### src/rtl/instr_fetch_unit.sv
// Instruction fetch stage: PC register, IF/ID pipeline register and a
// RUN/HALTED control FSM with branch redirect, stall and fetch-wait handling.
module instr_fetch_unit #(
    parameter int                  PC_WIDTH = 32,
    parameter logic [PC_WIDTH-1:0] RESET_PC = 32'h0000_0000
) (
    input  logic                clk,
    input  logic                rst_n,
    output logic                imem_req,
    output logic [PC_WIDTH-1:0] imem_addr,
    input  logic                imem_ready,
    input  logic [31:0]         imem_rdata,
    input  logic                stall,
    input  logic                branch_taken,
    input  logic [PC_WIDTH-1:0] branch_target,
    input  logic                halt_in,
    output logic [31:0]         ifid_instr,
    output logic [PC_WIDTH-1:0] ifid_pc_plus4,
    output logic                ifid_valid,
    output logic [5:0]          opcode,
    output logic                halted
);

    typedef enum logic {
        RUN    = 1'b0,
        HALTED = 1'b1
    } fetch_state_t;

    fetch_state_t        state, state_next;
    logic [PC_WIDTH-1:0] pc, pc_next;
    logic [PC_WIDTH-1:0] pc_inc;
    logic [31:0]         instr_next;
    logic [PC_WIDTH-1:0] pc4_next;
    logic                valid_next;

    // Natural wrap modulo 2^PC_WIDTH is intended; no overflow is reported.
    assign pc_inc = pc + PC_WIDTH'(4);

    always_ff @(posedge clk or negedge rst_n) begin
        if (!rst_n) begin
            state         <= RUN;
            pc            <= RESET_PC;
            ifid_instr    <= 32'h0;
            ifid_pc_plus4 <= '0;
            ifid_valid    <= 1'b0;
        end else begin
            state         <= state_next;
            pc            <= pc_next;
            ifid_instr    <= instr_next;
            ifid_pc_plus4 <= pc4_next;
            ifid_valid    <= valid_next;
        end
    end

    // Branch beats halt beats stall beats fetch-wait; only reset leaves HALTED.
    always_comb begin
        state_next = state;
        pc_next    = pc;
        instr_next = ifid_instr;
        pc4_next   = ifid_pc_plus4;
        valid_next = ifid_valid;
        case (state)
            RUN: begin
                if (branch_taken) begin
                    pc_next    = {branch_target[PC_WIDTH-1:2], 2'b00};
                    valid_next = 1'b0;
                    instr_next = 32'h0;
                end else if (halt_in && ifid_valid) begin
                    state_next = HALTED;
                    valid_next = 1'b0;
                end else if (stall) begin
                    valid_next = ifid_valid;
                end else if (!imem_ready) begin
                    valid_next = 1'b0;
                end else begin
                    instr_next = imem_rdata;
                    pc4_next   = pc_inc;
                    valid_next = 1'b1;
                    pc_next    = pc_inc;
                end
            end
            HALTED: begin
                valid_next = 1'b0;
            end
            default: begin
                state_next = RUN;
            end
        endcase
    end

    // Request is gated by rst_n so it drops immediately when reset asserts.
    assign imem_req  = rst_n && (state == RUN);
    assign imem_addr = pc;
    assign opcode    = ifid_instr[31:26];
    assign halted    = (state == HALTED);

endmodule
### config.mk
export PLATFORM = sky130hd
export DESIGN_NAME = instr_fetch_unit
export DESIGN_NICKNAME = d
export VERILOG_FILES = /design/src/rtl/instr_fetch_unit.sv
export SDC_FILE = /design/constraint.sdc
export NUM_CORES = 1
export LEC_CHECK = 0
export ABC_AREA = 1
export ABC_CLOCK_PERIOD_IN_PS = 1900
export BUFFER_PORTS_ARGS = -buffer_cell sky130_fd_sc_hd__buf_2
export CAP_MARGIN = 20
export CORE_MARGIN = 3
export CORE_UTILIZATION = 25
export DETAILED_ROUTE_END_ITERATION = 10
export GPL_TIMING_DRIVEN = 0
export PLACE_DENSITY = 0.54
export SYNTH_ARGS = -nofsm -noshare
export SYNTH_HDL_FRONTEND = slang
export SYNTH_SLANG_ARGS = --single-unit
### constraint.sdc
create_clock -name clk -period 1.9 [get_ports clk]
set_input_delay 0.475 -clock clk [delete_from_list [all_inputs] [get_ports clk]]
set_output_delay 0.475 -clock clk [all_outputs]
set_load 0.005 [all_outputs]
==> impl_results.rst, run 1 <==
.. list-table::
   :header-rows: 1

   * - Metric
     - Value
   * - Max capacitance violation total
     - 0
   * - Source of the worst register-to-register timing path
     - imem_addr[3]
   * - Avg Cell Area, Syn
     - 7.45 um^2
   * - Number of synthesized flops with an enable pin
     - 0
   * - Nets
     - 925
   * - First-pass DRT Iterations
     - 5
   * - Average wire per standard cell
     - approximately 15 um
   * - Antenna violations before repair
     - 0
   * - Die Outline Area
     - roughly 22,000 um^2
   * - Clk_skew
     - 0.0121 ns
   * - Clock buffers created by TritonCTS
     - 9
   * - Share of the synthesized area in the top cell type
     - 0.472
   * - Starting density of the core
     - 0.255
   * - Lkg Pwr
     - 3.45 nW
   * - Remaining DRCs
     - 0
   * - Worst setup startpoint
     - imem_addr[3]
   * - Crit Path Category
     - reg -> reg
   * - Total power
     - roughly 6.3 mW
   * - Post-placement worst setup slack
     - -0.345 ns
   * - Fin Hold WS
     - 0.0519 ns
   * - Required time of the critical path
     - around 2.2 ns
   * - Setup repair after global routing missed its margin
     - no
   * - Setup slack, reg-to-reg
     - between 0.2 and 0.25 ns
   * - Number of max-slew violations in the final report
     - 0
   * - Worst flop-to-flop path endpoint
     - imem_addr[30]
   * - Remaining global-route overflow
     - 0
   * - Min-Delay Path Class
     - in -> async
   * - Worst-path clk slew
     - roughly 0.070 ns
   * - Async set-or-reset flop fraction in the synthesized netlist
     - 1.00
   * - First-pass GRT wire length
     - approximately 26 mm
   * - Total number of clock tree sinks
     - 94
   * - Clock tree from TritonCTS
     - done
   * - Detailed-route vias per instance
     - between 4 and 5
   * - Sequential cell area
     - 2350 um^2
   * - Core box area
     - 19,500 um^2
   * - Post-synth top cells
     - sky130_fd_sc_hd__nand2_1, sky130_fd_sc_hd__dfrtp_1, sky130_fd_sc_hd__nor2_1
   * - Length in cells of the worst reg-to-reg path
     - 10
   * - DRT met1 WL
     - 7.97 mm
   * - Die X
     - 147 um
   * - Boundary pin count
     - 175
   * - Count of standard-cell rows
     - 51
   * - Number of synthesized register bits
     - 94
   * - Clock root cell
     - sky130_fd_sc_hd__clkbuf_16
   * - Layout Area Growth over Synthesis
     - 31.4%
   * - Clock latency on the worst-skew pair
     - 0.36 ns
   * - Pin count of the biggest net entering global routing
     - 63
   * - Met3 wirelength from detailed routing
     - 1.28 mm
   * - Final number of setup-violating endpoints
     - 0
   * - GP Congestion
     - 0.851
   * - Top-count cell post-synth
     - sky130_fd_sc_hd__nand2_1
   * - Area of placed instances
     - 6180 um^2
   * - Cell Area, Synth
     - approximately 5000 um^2
   * - Detailed-route wire length
     - 17.2 mm
   * - Minimum clock period
     - between 1.5 and 2 ns
   * - Most area-consuming cells after synthesis
     - sky130_fd_sc_hd__dfrtp_1, sky130_fd_sc_hd__nand2_1, sky130_fd_sc_hd__nor2_1
   * - Number of filler instances in the final layout
     - 2,127
   * - Post-synthesis cell count
     - between 600 and 700
   * - Multi-input combinational cell area
     - 2270 um^2
   * - Sequential share of the synthesized area
     - 0.472
   * - Global-route usage over all layers
     - 0.157
   * - Count of yosys warnings during synthesis
     - 0
   * - Top cell type by total area after synthesis
     - sky130_fd_sc_hd__dfrtp_1
   * - Final worst-path cycle share
     - 0.895
   * - Ratio of total power to cell area
     - around 960 nW/um^2
   * - Count of buffers added by post-CTS timing repair for setup
     - 0
   * - Met2 layer wire length in the routed design
     - roughly 7.6 mm
   * - Height of the die
     - between 100 and 150 um
   * - Buffer depth of the longest clock path
     - 2
   * - Least-Margin Pin Slew
     - around 0.85 ns
   * - Data arrival time of the worst path
     - 1.96 ns
   * - Non-Filler Cell Area, Final
     - 6550 um^2
   * - Startpoint types
     - flop
   * - Worst setup EP type
     - flop
   * - Outcome
     - finished, final reports clean
   * - Final Hold Violating Endpoints
     - 0
   * - Half-perimeter wire length after placement
     - about 13 mm
   * - Antenna violation net count after detailed routing
     - 0
   * - Depth of the CTS H-tree
     - 3
   * - Worst-path fanout max
     - 6
   * - Number of diodes
     - 0
   * - Primary flip-flop cell chosen by synthesis mapping
     - sky130_fd_sc_hd__dfrtp_1
   * - Port buffer count
     - between 150 and 200
   * - Top routing layer in use
     - met4
   * - Total number of vias
     - 4,866
   * - Ratio of cells with drive above 1 in the final layout
     - 0.286
   * - Max_slew headroom
     - 0.434
   * - Number of violations reported at the end of detailed-routing iteration 0
     - 247
   * - Number of global-route vias before repair
     - 4,589
   * - Unique cell type count in the Yosys netlist
     - 36
   * - Final critical-path setup slack
     - 0.200 ns
   * - Worst-case vdd ir drop
     - 426 uV
   * - Achievable clock frequency
     - 588 MHz
## logic make-up (layout without fill, tap and decap cells)
family          Yosys count  in the layout  share of synthesized area
compound gates           82             82                     0.0896
xor+xnor                  7              7                     0.0123
fa+ha+maj                 1              1                    0.00251
buf+inv                  72            259                     0.0756
flops                    94             94                      0.472
other cells               1              4                   0.000752
simple gates            412            412                      0.347
## metal layers
layer | up-vias | GRT usage
li1 | 2462 | -
met4 | 0 | 0.0359
met1 | 2191 | 0.216
met3 | 21 | 0.0494
met2 | 192 | 0.243
met5 | - | 0
## area by class of cell
class                           count  share of cell area
Buffer                             38              0.0378
Inverter                           34              0.0197
Tap cell                          265              0.0506
Timing Repair Buffer              171               0.141
Multi-Input combinational cell    506               0.346
Sequential cell                    94               0.359
Clock buffer                       12              0.0407
Clock inverter                      4             0.00459
## registers in the layout, summed over array words and instances, names as in the netlist
| name | flops |
|---|---|
| halted | 1 |
| ifid_instr | 32 |
| ifid_pc_plus4 | 30 |
| ifid_valid | 1 |
| imem_addr | 30 |
## worst max-delay path by stage
stage                              endpoint  cells past startpoint
after detailed placement           imem_req                      5
final                         imem_addr[30]                     10
after floorplan               imem_addr[18]                      8
after CTS                          imem_req                      5
after global routing      ifid_pc_plus4[30]                     10
after global placement             imem_req                      4
## worst max-delay path, stage by stage (launching register included)
cell and delay [ns]:
sky130_fd_sc_hd__dfrtp_1 0.46, sky130_fd_sc_hd__ha_1 0.27, sky130_fd_sc_hd__nand2_2 0.10, sky130_fd_sc_hd__nor2_4 0.15, sky130_fd_sc_hd__nand2_4 0.12, sky130_fd_sc_hd__nor2_2 0.18
sky130_fd_sc_hd__nand2_1 0.07, sky130_fd_sc_hd__nand2_1 0.08, sky130_fd_sc_hd__nand3_1 0.07, sky130_fd_sc_hd__nand2_1 0.07, sky130_fd_sc_hd__nand2_1 0.04
## metrics by stage
stage               TNS (ns)  utilization  std cells
detailed placement    -0.345        0.317       1105
global placement      -74.25        0.316       1104
global route               0        0.335       1124
CTS                        0        0.333       1121
floorplan                  0            -        672
finish                     0        0.335       1124
## cell usage in the layout (no fill, tap or decap), types with 4 or more instances in the layout
cell and instances:
sky130_fd_sc_hd__buf_4 13, sky130_fd_sc_hd__nor2_2 8, sky130_fd_sc_hd__clkbuf_16 9, sky130_fd_sc_hd__a21oi_1 20
sky130_fd_sc_hd__a31oi_1 6, sky130_fd_sc_hd__nor2_1 70, sky130_fd_sc_hd__buf_6 5, sky130_fd_sc_hd__xor2_1 6
sky130_fd_sc_hd__dfrtp_1 94, sky130_fd_sc_hd__nand2_2 6, sky130_fd_sc_hd__o21ai_0 24, sky130_fd_sc_hd__buf_2 178
sky130_fd_sc_hd__o21ai_1 22, sky130_fd_sc_hd__conb_1 4, sky130_fd_sc_hd__nor2_4 5, sky130_fd_sc_hd__inv_1 30
sky130_fd_sc_hd__nand2_1 278, sky130_fd_sc_hd__clkbuf_1 7, sky130_fd_sc_hd__nand3_1 36
## power by group
part	internal, mW	leakage, nW	switching (mW)
Combinational	0.731	2.14	0.968
Sequential	2.39	1.16	0.376
Clock	0.999	0.145	0.840
Total	4.12	3.45	2.18
## repair_timing
item                                    in CTS  in global routing
hold buffers                                 0                  3
hold endpoints to repair                     0                  9
endpoints found under the setup margin       1                  2
resized for setup                            3                  2
Note: power is estimated with default switching activity, not from simulation.
==> run 2: changes to the inputs <==
--- a/config.mk
+++ b/config.mk
@@ -6,7 +6,7 @@
 export NUM_CORES = 1
 export LEC_CHECK = 0
 export ABC_AREA = 1
-export ABC_CLOCK_PERIOD_IN_PS = 1900
+export ABC_CLOCK_PERIOD_IN_PS = 1700
 export BUFFER_PORTS_ARGS = -buffer_cell sky130_fd_sc_hd__buf_2
 export CAP_MARGIN = 20
 export CORE_MARGIN = 3
@@ -17,3 +17,4 @@
 export SYNTH_ARGS = -nofsm -noshare
 export SYNTH_HDL_FRONTEND = slang
 export SYNTH_SLANG_ARGS = --single-unit
+export TNS_END_PERCENT = 30
==> constraint.sdc (replaced) <==
create_clock -name clk -period 1.7 [get_ports clk]
set_input_delay 0.425 -clock clk [delete_from_list [all_inputs] [get_ports clk]]
set_output_delay 0.425 -clock clk [all_outputs]
set_load 0.005 [all_outputs]
==> run 2 against run 1 <==
  * Hold slack worse by 0.049 ns
  * Largest cell class unchanged
  * Critical endpoint is now imem_addr[18]
  * Count of clock-buffer cells in the layout stayed put
  * Fmax is 5.8% higher
  * Critical path type unchanged
  * Highest routed layer unchanged
==> impl_results.rst, run 2 (same netlist as run 1, synthesis figures left out) <==
.. list-table::
   :header-rows: 1

   * - Metric
     - Value
   * - Length in cells of the worst reg-to-reg path
     - 8
   * - Antenna violation net count after detailed routing
     - 0
   * - Boundary pin count
     - 175
   * - Ratio of total power to cell area
     - between 1000 and 1500 nW/um^2
   * - Number of diodes
     - 0
   * - Total number of clock tree sinks
     - 94
   * - Worst flop-to-flop path endpoint
     - imem_addr[18]
   * - Max_slew headroom
     - 0.590
   * - Source of the worst register-to-register timing path
     - ifid_valid
   * - Sequential cell area
     - 2360 um^2
   * - Port buffer count
     - 167
   * - Lkg Pwr
     - around 3.5 nW
   * - Most frequent standard cell in the layout excluding fill and tap cells
     - sky130_fd_sc_hd__nand2_1
   * - Number of violations reported at the end of detailed-routing iteration 0
     - 206
   * - Worst-case vdd ir drop
     - 470 uV
   * - WP buf/inv
     - 2
   * - Core box area
     - 19,500 um^2
   * - Clock latency on the worst-skew pair
     - roughly 0.36 ns
   * - Number of global-route vias before repair
     - around 4,600
   * - Worst-path clk slew
     - ~0.07 ns
   * - Outcome
     - finished, final reports clean
   * - Achievable clock frequency
     - ~620 MHz
   * - Most used cell, CP
     - sky130_fd_sc_hd__nand2_1
   * - Minimum clock period
     - roughly 1.6 ns
   * - Buffer depth of the longest clock path
     - 2
   * - Detailed-route vias per instance
     - 4.36
   * - Depth of the CTS H-tree
     - 3
   * - Required time of the critical path
     - 1.94 ns
   * - Final worst-path cycle share
     - 0.945
   * - Number of max-slew violations in the final report
     - 0
   * - Worst setup EP type
     - flop
   * - Worst-path fanout max
     - 10
   * - First-pass DRT Iterations
     - 6
   * - Max capacitance violation total
     - 0
   * - Antenna violations before repair
     - 0
   * - Global-route usage over all layers
     - 0.161
   * - Register with the most flip-flops
     - ifid_instr
   * - Clock buffers created by TritonCTS
     - 9
   * - Number of filler instances in the final layout
     - between 2,000 and 2,500
   * - Clock root cell
     - sky130_fd_sc_hd__clkbuf_16
   * - First-pass GRT wire length
     - 26.8 mm
   * - Nets
     - 931
   * - Most used cells in the layout excluding fill and tap cells
     - sky130_fd_sc_hd__nand2_1, sky130_fd_sc_hd__buf_2, sky130_fd_sc_hd__dfrtp_1
   * - Pin count of the biggest net entering global routing
     - 32
   * - Layout Area Growth over Synthesis
     - 33.7%
   * - Setup slack, reg-to-reg
     - 0.09 ns
   * - Fraction of the core area covered by cells at the end of the flow
     - 0.341
   * - Slowest cell on crit path
     - sky130_fd_sc_hd__dfrtp_1
   * - Final Hold Violating Endpoints
     - 0
   * - Die Outline Area
     - about 22,000 um^2
   * - GP Congestion
     - between 0.8 and 0.9
   * - Min-Delay Path Class
     - in -> async
   * - Top delay family on crit path
     - simple AND/OR/NAND/NOR gates
   * - Total number of vias
     - 4,923
   * - Final number of setup-violating endpoints
     - 0
   * - Detailed-route wire length
     - about 18 mm
   * - Remaining DRCs
     - 0
   * - Ratio of cells with drive above 1 in the final layout
     - 0.305
   * - Data arrival time of the worst path
     - 1.85 ns
   * - Multi-input combinational cell area
     - 2290 um^2
   * - Number of flip-flops in the largest register
     - 32
   * - Remaining global-route overflow
     - 0
   * - Clk_skew
     - 0.0114 ns
   * - Height of the die
     - 147 um
   * - Die X
     - 147 um
   * - Area of placed instances
     - 6180 um^2
   * - Crit path largest cell delay
     - 0.38 ns
   * - Average wire per standard cell
     - between 15 and 20 um
   * - Setup repair after global routing missed its margin
     - yes
   * - Starting density of the core
     - 0.255
   * - Least-Margin Pin Slew
     - roughly 0.6 ns
   * - Non-Filler Cell Area, Final
     - around 6700 um^2
   * - Worst path cell trace
     - nand2_1, nand2_1, o21ai_2, nand2_2, clkinv_2, buf_6, nor2_1, a21oi_2
   * - Count of standard-cell rows
     - between 50 and 60
   * - Clock tree from TritonCTS
     - done
   * - Half-perimeter wire length after placement
     - 13.0 mm
   * - Startpoint types
     - flop
   * - Crit Path Category
     - reg -> reg
==> run 2: report_power, final <==
group          internal, mW  switching, mW  total (mW)
Clock                  1.12          0.929        2.05
Sequential             2.68          0.422        3.10
Combinational         0.866           1.11        1.97
==> run 2: worst reg2reg max path, cell delays in order, from the launching register on <==
cell and delay [ns]:
sky130_fd_sc_hd__dfrtp_1 0.38, sky130_fd_sc_hd__nand2_1 0.06, sky130_fd_sc_hd__nand2_1 0.15, sky130_fd_sc_hd__o21ai_2 0.09, sky130_fd_sc_hd__nand2_2 0.20, sky130_fd_sc_hd__clkinv_2 0.24, sky130_fd_sc_hd__buf_6 0.21, sky130_fd_sc_hd__nor2_1 0.12
sky130_fd_sc_hd__a21oi_2 0.04
==> run 2: timing repair <==
action | in CTS | in global routing
gates cloned | 1 | 0
resized for setup | 6 | 14
hold endpoints to repair | 30 | 0
setup buffers | 0 | 4
hold buffers | 4 | 0
pin swaps | 0 | 1
endpoints found under the setup margin | 3 | 24
==> run 2: worst max-delay path by stage <==
stage | startpoint | to | slack [ns] | depth (start not counted)
floorplan | imem_addr[2] | imem_addr[18] | 0.24 | 8
global placement | rst_n | imem_req | -1.29 | 4
detailed placement | rst_n | imem_req | -0.44 | 5
CTS | imem_addr[15] | imem_addr[24] | 0.008 | 9
global route | halted | imem_addr[15] | -0.01 | 8
finish | ifid_valid | imem_addr[18] | 0.09 | 8
==> run 2: per-layer routing <==
layer	share of wire	vias to the layer above	GRT usage
met5	0	-	0
met4	0.015	0	0.0419
met3	0.072	17	0.0444
met2	0.45	195	0.251
met1	0.46	2231	0.223
li1	-	2480	-
==> run 2: final cells by class <==
type | count | area share
clock inverter | 4 | 0.00451
buffer | 38 | 0.0372
tap | 265 | 0.0498
timing repair buffer | 177 | 0.150
clock buffer | 12 | 0.0400
multi-input combinational | 506 | 0.344
sequential | 94 | 0.355
inverter | 34 | 0.0193
==> run 2: stage by stage <==
step,std cells,setup WS (ns),hold WS (ns),power (mW),TNS [ns]
6_report,1130,0.0936,0.00315,7.12,0
5_1_grt,1130,-0.0137,0.00238,7.60,-0.0524
4_1_cts,1126,0.00763,0.000125,7.16,0
3_5_place_dp,1105,-0.445,0.458,5.04,-1.37
3_3_place_gp,1104,-1.29,0.452,5.01,-89.96
2_1_floorplan,672,0.237,0.129,4.06,0
